File: src/rtl/rv_decode_stage_if.sv
// rv_decode_stage_if: instruction-in / decoded-entry-out channel for the decode stage.
//   in_*  : fetch side (in_valid, in_ready, in_insn[31:0], in_pc[63:0])
//   out_* : execute side (out_valid, out_ready, out_pc, out_insn, out_rd/rs1/rs2,
//           out_imm[XLEN-1:0], out_class[3:0], out_op[5:0], out_illegal)
//   master: the producer of instructions / consumer of decoded entries.
//   slave : the decode stage itself.
interface rv_decode_stage_if #(
  parameter int unsigned XLEN = 64
);
  logic            in_valid;
  logic            in_ready;
  logic [31:0]     in_insn;
  logic [63:0]     in_pc;

  logic            out_valid;
  logic            out_ready;
  logic [63:0]     out_pc;
  logic [31:0]     out_insn;
  logic [4:0]      out_rd;
  logic [4:0]      out_rs1;
  logic [4:0]      out_rs2;
  logic [XLEN-1:0] out_imm;
  logic [3:0]      out_class;
  logic [5:0]      out_op;
  logic            out_illegal;

  modport master (
    output in_valid, in_insn, in_pc, out_ready,
    input  in_ready, out_valid, out_pc, out_insn, out_rd, out_rs1, out_rs2,
           out_imm, out_class, out_op, out_illegal
  );

  modport slave (
    input  in_valid, in_insn, in_pc, out_ready,
    output in_ready, out_valid, out_pc, out_insn, out_rd, out_rs1, out_rs2,
           out_imm, out_class, out_op, out_illegal
  );
endinterface

File: src/rtl/rv_decode_stage.sv
// rv_decode_stage: RV32IM/RV64IM instruction decode with an output FIFO.
// Ports:
//   clk, rst_n   : clock, asynchronous active-low reset
//   flush        : synchronous flush; empties the FIFO, drops the offered input
//   bus (slave)  : in_* handshake from fetch, out_* FIFO head to execute
//   cnt_decoded  : accepted instructions (wraps)
//   cnt_illegal  : accepted illegal instructions (saturates at 0xFFFF)
// Parameters: XLEN (32 or 64), DEPTH (power of 2, >= 2).
// Macro DECODE_RVM_EN: when defined, M-extension encodings decode as legal.
module rv_decode_stage #(
  parameter int unsigned XLEN  = 64,
  parameter int unsigned DEPTH = 4
) (
  input  logic              clk,
  input  logic              rst_n,
  input  logic              flush,
  rv_decode_stage_if.slave  bus,
  output logic [31:0]       cnt_decoded,
  output logic [15:0]       cnt_illegal
);
  localparam int unsigned AW   = $clog2(DEPTH);
  localparam int unsigned CW   = AW + 1;
  localparam bit          RV32 = (XLEN == 32);

  localparam logic [6:0] OPC_LOAD     = 7'b0000011;
  localparam logic [6:0] OPC_OPIMM    = 7'b0010011;
  localparam logic [6:0] OPC_AUIPC    = 7'b0010111;
  localparam logic [6:0] OPC_OPIMM32  = 7'b0011011;
  localparam logic [6:0] OPC_STORE    = 7'b0100011;
  localparam logic [6:0] OPC_OP       = 7'b0110011;
  localparam logic [6:0] OPC_LUI      = 7'b0110111;
  localparam logic [6:0] OPC_OP32     = 7'b0111011;
  localparam logic [6:0] OPC_BRANCH   = 7'b1100011;
  localparam logic [6:0] OPC_JALR     = 7'b1100111;
  localparam logic [6:0] OPC_JAL      = 7'b1101111;
  localparam logic [6:0] OPC_SYSTEM   = 7'b1110011;

  typedef struct packed {
    logic [63:0]     pc;
    logic [31:0]     insn;
    logic [4:0]      rd;
    logic [4:0]      rs1;
    logic [4:0]      rs2;
    logic [XLEN-1:0] imm;
    logic [3:0]      cls;
    logic [5:0]      op;
    logic            illegal;
  } entry_t;

  entry_t          mem [DEPTH];
  logic [AW-1:0]   wr_ptr, rd_ptr;
  logic [CW-1:0]   count;
  logic            full, empty, push, pop;

  // Immediate formats, all sign-extended unless noted.
  logic [31:0]     insn;
  logic [6:0]      opcode;
  logic [2:0]      f3;
  logic [6:0]      f7;
  logic [XLEN-1:0] imm_i, imm_s, imm_b, imm_u, imm_j, imm_sh, imm_z;
  logic            f7_m, op_f7_ok, shift_ok, is_w, ill;
  logic [3:0]      cls;
  entry_t          dec;

  assign insn   = bus.in_insn;
  assign opcode = insn[6:0];
  assign f3     = insn[14:12];
  assign f7     = insn[31:25];
  assign is_w   = (opcode == OPC_OP32) || (opcode == OPC_OPIMM32);

  assign imm_i  = XLEN'($signed(insn[31:20]));
  assign imm_s  = XLEN'($signed({insn[31:25], insn[11:7]}));
  assign imm_b  = XLEN'($signed({insn[31], insn[7], insn[30:25], insn[11:8], 1'b0}));
  assign imm_u  = XLEN'($signed({insn[31:12], 12'b0}));
  assign imm_j  = XLEN'($signed({insn[31], insn[19:12], insn[20], insn[30:21], 1'b0}));
  assign imm_sh = RV32 ? XLEN'(insn[24:20]) : XLEN'(insn[25:20]);
  assign imm_z  = XLEN'(insn[19:15]);

`ifdef DECODE_RVM_EN
  assign f7_m = (f7 == 7'b0000001);
`else
  assign f7_m = 1'b0;
`endif

  // Legal funct7 for OP/OP-32: base, sub/sra, or M when compiled in.
  assign op_f7_ok = (f7 == 7'b0000000) ||
                    ((f7 == 7'b0100000) && ((f3 == 3'b000) || (f3 == 3'b101))) ||
                    f7_m;

  // Shift-immediate upper bits: 000000, or 010000 only for srai.
  assign shift_ok = ((insn[31:26] == 6'b000000) ||
                     ((insn[31:26] == 6'b010000) && (f3 == 3'b101))) &&
                    !(RV32 && insn[25]);

  // Decode of the offered instruction.
  always_comb begin
    cls = 4'd15;
    ill = 1'b0;
    dec = '0;
    dec.pc   = bus.in_pc;
    dec.insn = insn;
    dec.rd   = insn[11:7];
    dec.rs1  = insn[19:15];
    dec.rs2  = insn[24:20];
    dec.op   = {is_w, insn[30], insn[25], f3};
    case (opcode)
      OPC_OP: begin
        cls = 4'd0;
        ill = !op_f7_ok;
      end
      OPC_OP32: begin
        cls = 4'd0;
        ill = !op_f7_ok || (f7_m && (f3 != 3'b000) && !f3[2]) || RV32;
      end
      OPC_OPIMM, OPC_OPIMM32: begin
        cls     = 4'd1;
        dec.imm = imm_i;
        if (f3 == 3'b001 || f3 == 3'b101) begin
          dec.imm = imm_sh;
          ill     = !shift_ok;
        end
        if (opcode == OPC_OPIMM32 && RV32) ill = 1'b1;
      end
      OPC_LOAD: begin
        cls     = 4'd2;
        dec.imm = imm_i;
        ill     = (f3 == 3'b111) || (RV32 && (f3 == 3'b011 || f3 == 3'b110));
      end
      OPC_STORE: begin
        cls     = 4'd3;
        dec.imm = imm_s;
        ill     = f3[2] || (RV32 && f3 == 3'b011);
      end
      OPC_BRANCH: begin
        cls     = 4'd4;
        dec.imm = imm_b;
        ill     = (f3[2:1] == 2'b01);
      end
      OPC_JAL: begin
        cls     = 4'd5;
        dec.imm = imm_j;
      end
      OPC_JALR: begin
        cls     = 4'd6;
        dec.imm = imm_i;
        ill     = (f3 != 3'b000);
      end
      OPC_LUI: begin
        cls     = 4'd7;
        dec.imm = imm_u;
      end
      OPC_AUIPC: begin
        cls     = 4'd8;
        dec.imm = imm_u;
      end
      OPC_SYSTEM: begin
        cls     = 4'd9;
        dec.imm = f3[2] ? imm_z : imm_i;
        ill     = (f3 == 3'b100);
      end
      default: ill = 1'b1;
    endcase
    if (insn[1:0] != 2'b11) ill = 1'b1;
    dec.illegal = ill;
    dec.cls     = ill ? 4'd15 : cls;
  end

  // Handshake; readiness depends only on the registered count.
  assign full          = (count == CW'(DEPTH));
  assign empty         = (count == '0);
  assign bus.in_ready  = !full;
  assign bus.out_valid = !empty;
  assign push          = bus.in_valid && !full && !flush;
  assign pop           = !empty && bus.out_ready && !flush;

  // FIFO storage, pointers and statistics counters.
  always_ff @(posedge clk or negedge rst_n) begin
    if (!rst_n) begin
      for (int i = 0; i < int'(DEPTH); i++) mem[i] <= '0;
      wr_ptr      <= '0;
      rd_ptr      <= '0;
      count       <= '0;
      cnt_decoded <= '0;
      cnt_illegal <= '0;
    end else begin
      if (flush) begin
        wr_ptr <= '0;
        rd_ptr <= '0;
        count  <= '0;
      end else begin
        if (push) begin
          mem[wr_ptr] <= dec;
          wr_ptr      <= wr_ptr + AW'(1);
        end
        if (pop) rd_ptr <= rd_ptr + AW'(1);
        if (push && !pop) count <= count + CW'(1);
        else if (pop && !push) count <= count - CW'(1);
      end
      if (push) begin
        cnt_decoded <= cnt_decoded + 32'd1;
        if (dec.illegal && cnt_illegal != 16'hFFFF) cnt_illegal <= cnt_illegal + 16'd1;
      end
    end
  end

  assign bus.out_pc      = mem[rd_ptr].pc;
  assign bus.out_insn    = mem[rd_ptr].insn;
  assign bus.out_rd      = mem[rd_ptr].rd;
  assign bus.out_rs1     = mem[rd_ptr].rs1;
  assign bus.out_rs2     = mem[rd_ptr].rs2;
  assign bus.out_imm     = mem[rd_ptr].imm;
  assign bus.out_class   = mem[rd_ptr].cls;
  assign bus.out_op      = mem[rd_ptr].op;
  assign bus.out_illegal = mem[rd_ptr].illegal;
endmodule

File: src/flat_wrapper.sv
// flat-port wrapper written by rule: the top's interface ports become plain ports
module rv_decode_stage_flat 
#(
  parameter int unsigned XLEN  = 64,
  parameter int unsigned DEPTH = 4
)
  (clk, rst_n, flush, cnt_decoded, cnt_illegal, bus_in_valid, bus_in_insn, bus_in_pc, bus_out_ready, bus_in_ready, bus_out_valid, bus_out_pc, bus_out_insn, bus_out_rd, bus_out_rs1, bus_out_rs2, bus_out_imm, bus_out_class, bus_out_op, bus_out_illegal);
  rv_decode_stage_if #(.XLEN(XLEN)) bus_i ();
  input  logic clk;
  input  logic rst_n;
  input  logic flush;
  output logic [31:0] cnt_decoded;
  output logic [15:0] cnt_illegal;
  input wire logic [$bits(bus_i.in_valid)-1:0] bus_in_valid;
  input wire logic [$bits(bus_i.in_insn)-1:0] bus_in_insn;
  input wire logic [$bits(bus_i.in_pc)-1:0] bus_in_pc;
  input wire logic [$bits(bus_i.out_ready)-1:0] bus_out_ready;
  output wire logic [$bits(bus_i.in_ready)-1:0] bus_in_ready;
  output wire logic [$bits(bus_i.out_valid)-1:0] bus_out_valid;
  output wire logic [$bits(bus_i.out_pc)-1:0] bus_out_pc;
  output wire logic [$bits(bus_i.out_insn)-1:0] bus_out_insn;
  output wire logic [$bits(bus_i.out_rd)-1:0] bus_out_rd;
  output wire logic [$bits(bus_i.out_rs1)-1:0] bus_out_rs1;
  output wire logic [$bits(bus_i.out_rs2)-1:0] bus_out_rs2;
  output wire logic [$bits(bus_i.out_imm)-1:0] bus_out_imm;
  output wire logic [$bits(bus_i.out_class)-1:0] bus_out_class;
  output wire logic [$bits(bus_i.out_op)-1:0] bus_out_op;
  output wire logic [$bits(bus_i.out_illegal)-1:0] bus_out_illegal;
  assign bus_i.in_valid = bus_in_valid;
  assign bus_i.in_insn = bus_in_insn;
  assign bus_i.in_pc = bus_in_pc;
  assign bus_i.out_ready = bus_out_ready;
  assign bus_in_ready = bus_i.in_ready;
  assign bus_out_valid = bus_i.out_valid;
  assign bus_out_pc = bus_i.out_pc;
  assign bus_out_insn = bus_i.out_insn;
  assign bus_out_rd = bus_i.out_rd;
  assign bus_out_rs1 = bus_i.out_rs1;
  assign bus_out_rs2 = bus_i.out_rs2;
  assign bus_out_imm = bus_i.out_imm;
  assign bus_out_class = bus_i.out_class;
  assign bus_out_op = bus_i.out_op;
  assign bus_out_illegal = bus_i.out_illegal;
  rv_decode_stage #(.XLEN(XLEN), .DEPTH(DEPTH)) u_core (.clk(clk), .rst_n(rst_n), .flush(flush), .bus(bus_i), .cnt_decoded(cnt_decoded), .cnt_illegal(cnt_illegal));
endmodule
File: config.mk
export PLATFORM = sky130hd
export DESIGN_NAME = rv_decode_stage_flat
export DESIGN_NICKNAME = d
export VERILOG_FILES = /design/src/rtl/rv_decode_stage_if.sv /design/src/rtl/rv_decode_stage.sv /design/src/flat_wrapper.sv
export SDC_FILE = /design/constraint.sdc
export NUM_CORES = 1
export LEC_CHECK = 0
export BUFFER_PORTS_ARGS = -buffer_cell sky130_fd_sc_hd__buf_2
export CAP_MARGIN = 10
export CORE_MARGIN = 4
export CORE_UTILIZATION = 35
export DETAILED_ROUTE_END_ITERATION = 10
export RECOVER_POWER = 50
export SLEW_MARGIN = 10
export SYNTH_ARGS = -nofsm -noshare
export SYNTH_HDL_FRONTEND = slang
export SYNTH_SLANG_ARGS = --single-unit
File: constraint.sdc
create_clock -name clk -period 4.95 [get_ports clk]
set_input_delay 0.99 -clock clk [delete_from_list [all_inputs] [get_ports clk]]
set_output_delay 0.99 -clock clk [all_outputs]
set_load 0.05 [all_outputs]
==> flow_summary.toml <==
[clock_network]
postCtsSetupBuffers = 0
ctsHtreeMaxLevel = 3
numCtsBuffers = 70
cts-root-buf = "clkbuf_16"
clkTransAtPathRegs_ns = 0.06
cts_resized = 0
clockBufferDepth = 3
clock-sinks = 591
hold_buffers = 0
cts_tree = "yes"
insertion_delay_ns = 0.59

[placed_design]
gp_congestion = 0.800
numPortBuffers = 336
dp_hpwl_um = 48600
dpl.cell_count = 3794

[outcome]
status = "complete, but fails checks"
violations = "capacitance limit, slew limit"

[drt]
drc = 0
drt-initial-drc-count = 1816
routed_wirelength_um = 77400
first_pass_iters = 5
vias = 20000
vias_per_cell = 5.09
post_drt_wl_per_cell_um = 19.7
drt.antenna.violating_nets = 0

[timing]
relSlewSlack_pct = -84.8
fmax_ghz = 0.241
holdWs_ns = 0.380
min_period_ns = 4.15
setup_violations = 0
hold_violations = 0
drv_slew = 530
rsz0062_at_grt = "false"
setup_tns_ns = 0
tightest_slew_ns = 2.77
post-route-period-util_pct = 83.8
finClkSkew_ns = 0.0159

[setup_path]
start_kind = "flip-flop"
worstSetupPathType = "flip-flop to flip-flop"
worstReg2RegStart = "u_core.count[0]"
slowest_stage = "nand2_1"
endpoint_kind = "flip-flop"
cp_data_arrival_time_ns = 4.67
cp-startpoint = "u_core.count[0]"
cpMostUsedCell = "nand2_1"
cp_slowest_stage_delay_ns = 1.20
cp.required_ns = 5.47
crit_chain = "or3b_2, and2_0, nand2_1, buf_4, buf_4, nand2_1, nand2_1"
path_max_fanout = 48

[finish]
seq_area_um2 = 14800
layout.nets = 3005
fin_cells = 3921
layout_commonest_cell = "nand2_1"
layout_common_cells = "nand2_1 (1224), dfrtp_1 (589), buf_2 (291), mux4_2 (134), nor2_1 (121)"
area.growth.synth_to_final_pct = 16.9
drive_gt1_share_pct = 20.0
final_util_pct = 41.4
nFillCells = 7163
multi_input_area_um2 = 10600

[floorplanning]
io_pins = 337
start_util_pct = 35.4
chipWidth_um = 283
coreArea_um2 = 74700
rows = 100
die_h_um = 283
dieArea_um2 = 80100

[pwr]
power.total_mw = 22.2
p_per_area_nw_per_um2 = 716
cellLeakagePower_nw = 15.3
ir_drop_v = 0.000625

[global_route]
grt_pass1_vias = 20200
grt_pass1_wl_um = 122000
grt_antenna_before_repair = 9
grtUsageTotal_pct = 19.1
gr-total-overflow = 0
grt_max_degree = 112

[yosys]
ys_warn_count = 0
synth_edf_count = 0
syn_area_um2 = 26500
synth.area.top_cells = "dfrtp_1 (56%), nand2_1 (17%), mux4_2 (11%)"
synth_top_area_share_pct = 55.9
synth_top_area_cell = "dfrtp_1"
postSynthCellCount = 2674
synthArstFlopShare_pct = 100
ys_ff_latch = 591
yosysUniqueCellTypes = 59
synth_flop_cell = "dfrtp_1"
syn_avg_cell_area_um2 = 9.90
syn-num-nets = 2782
seq_area_frac_synth_pct = 55.9

[run]
drv_cap = 9

[worst_hold_path]
hold_path.class = "input pin to asynchronous set/reset pin"
## power by group
group	internal [mW]	switching [mW]
logic	2.88	6.35
registers	6.75	1.15
clock network	2.93	2.09
## cell families (layout without fill, tap and decap cells)
group / count (synthesis) / count (layout) / synth area share (%)
simple gates: 1448 / 1448 / 21.5
fa+ha+maj: 7 / 7 / 0.359
buf+inv: 231 / 503 / 4.13
compound gates: 201 / 201 / 4.58
flops: 591 / 591 / 55.9
mux: 143 / 143 / 11.8
xor+xnor: 53 / 53 / 1.75
other cells: 0 / 6 / 0
## worst paths after layout
kind	end	slack [ns]	cells after the start
max	u_core.mem[527]	0.80	7
min	u_core.mem[184]	0.38	1
max reg2reg	u_core.mem[527]	0.80	7
min reg2reg	u_core.mem[277]	0.47	2
max in group asynchronous	u_core.mem[8]	1.44	2
min in group clk	u_core.mem[277]	0.47	2
## per-stage QoR
| step | setup WS [ns] | cell area [µm²] |
|---|---|---|
| after floorplan | 1.66 | 26500 |
| after global placement | 1.10 | 28800 |
| after detailed placement | 1.01 | 28800 |
| after CTS | 0.930 | 31100 |
| after global routing | 0.503 | 30900 |
| final | 0.803 | 30900 |
## synth_stat cells (all sizes together), types with 4 or more instances
cell / count
or2: 5
a22o: 20
buf: 82
xnor2: 44
nand4: 14
a211oi: 7
nor2b: 5
and2: 7
a21oi: 82
and3: 19
or3: 5
xor2: 9
nand3: 23
inv: 8
nand2b: 4
mux4: 134
clkbuf: 141
nor2: 121
o21ai: 50
mux2: 9
o22ai: 4
a31oi: 18
nor3: 8
a22oi: 4
ha: 6
nand2: 1224
dfrtp: 591
## layout make-up
cell class | instances | area share (%)
repair buffers | 374 | 6.61
multi-input cells | 1852 | 34.3
diodes | 6 | 0.0485
flip-flops and latches | 591 | 47.8
clock inverters | 19 | 0.595
well taps | 969 | 3.92
inverters | 8 | 0.0971
clock buffers | 102 | 6.60
## metal layers
| metal | part of all wire (%) | GRT usage, % | vias to the layer above |
|---|---|---|---|
| met5 | 0.044 | 0 | - |
| met4 | 2.0 | 4.86 | 6 |
| met3 | 6.2 | 3.99 | 107 |
| met2 | 47 | 30.9 | 603 |
| met1 | 45 | 26.5 | 10100 |
| li1 | - | - | 9167 |
## state kept, by name, indices dropped and copies added, names as in the netlist
name / count
u_core.rd_ptr: 2
u_core.count: 3
u_core.wr_ptr: 2
u_core.cnt_decoded: 32
u_core.mem: 536
u_core.cnt_illegal: 16
## critical path: cells and delay by family (launching register included)
family	cells	cell delay, ns
flops	1	0.40
buf+inv	2	1.29
simple gates	5	2.32
Power figures use the tool's default switching activity.
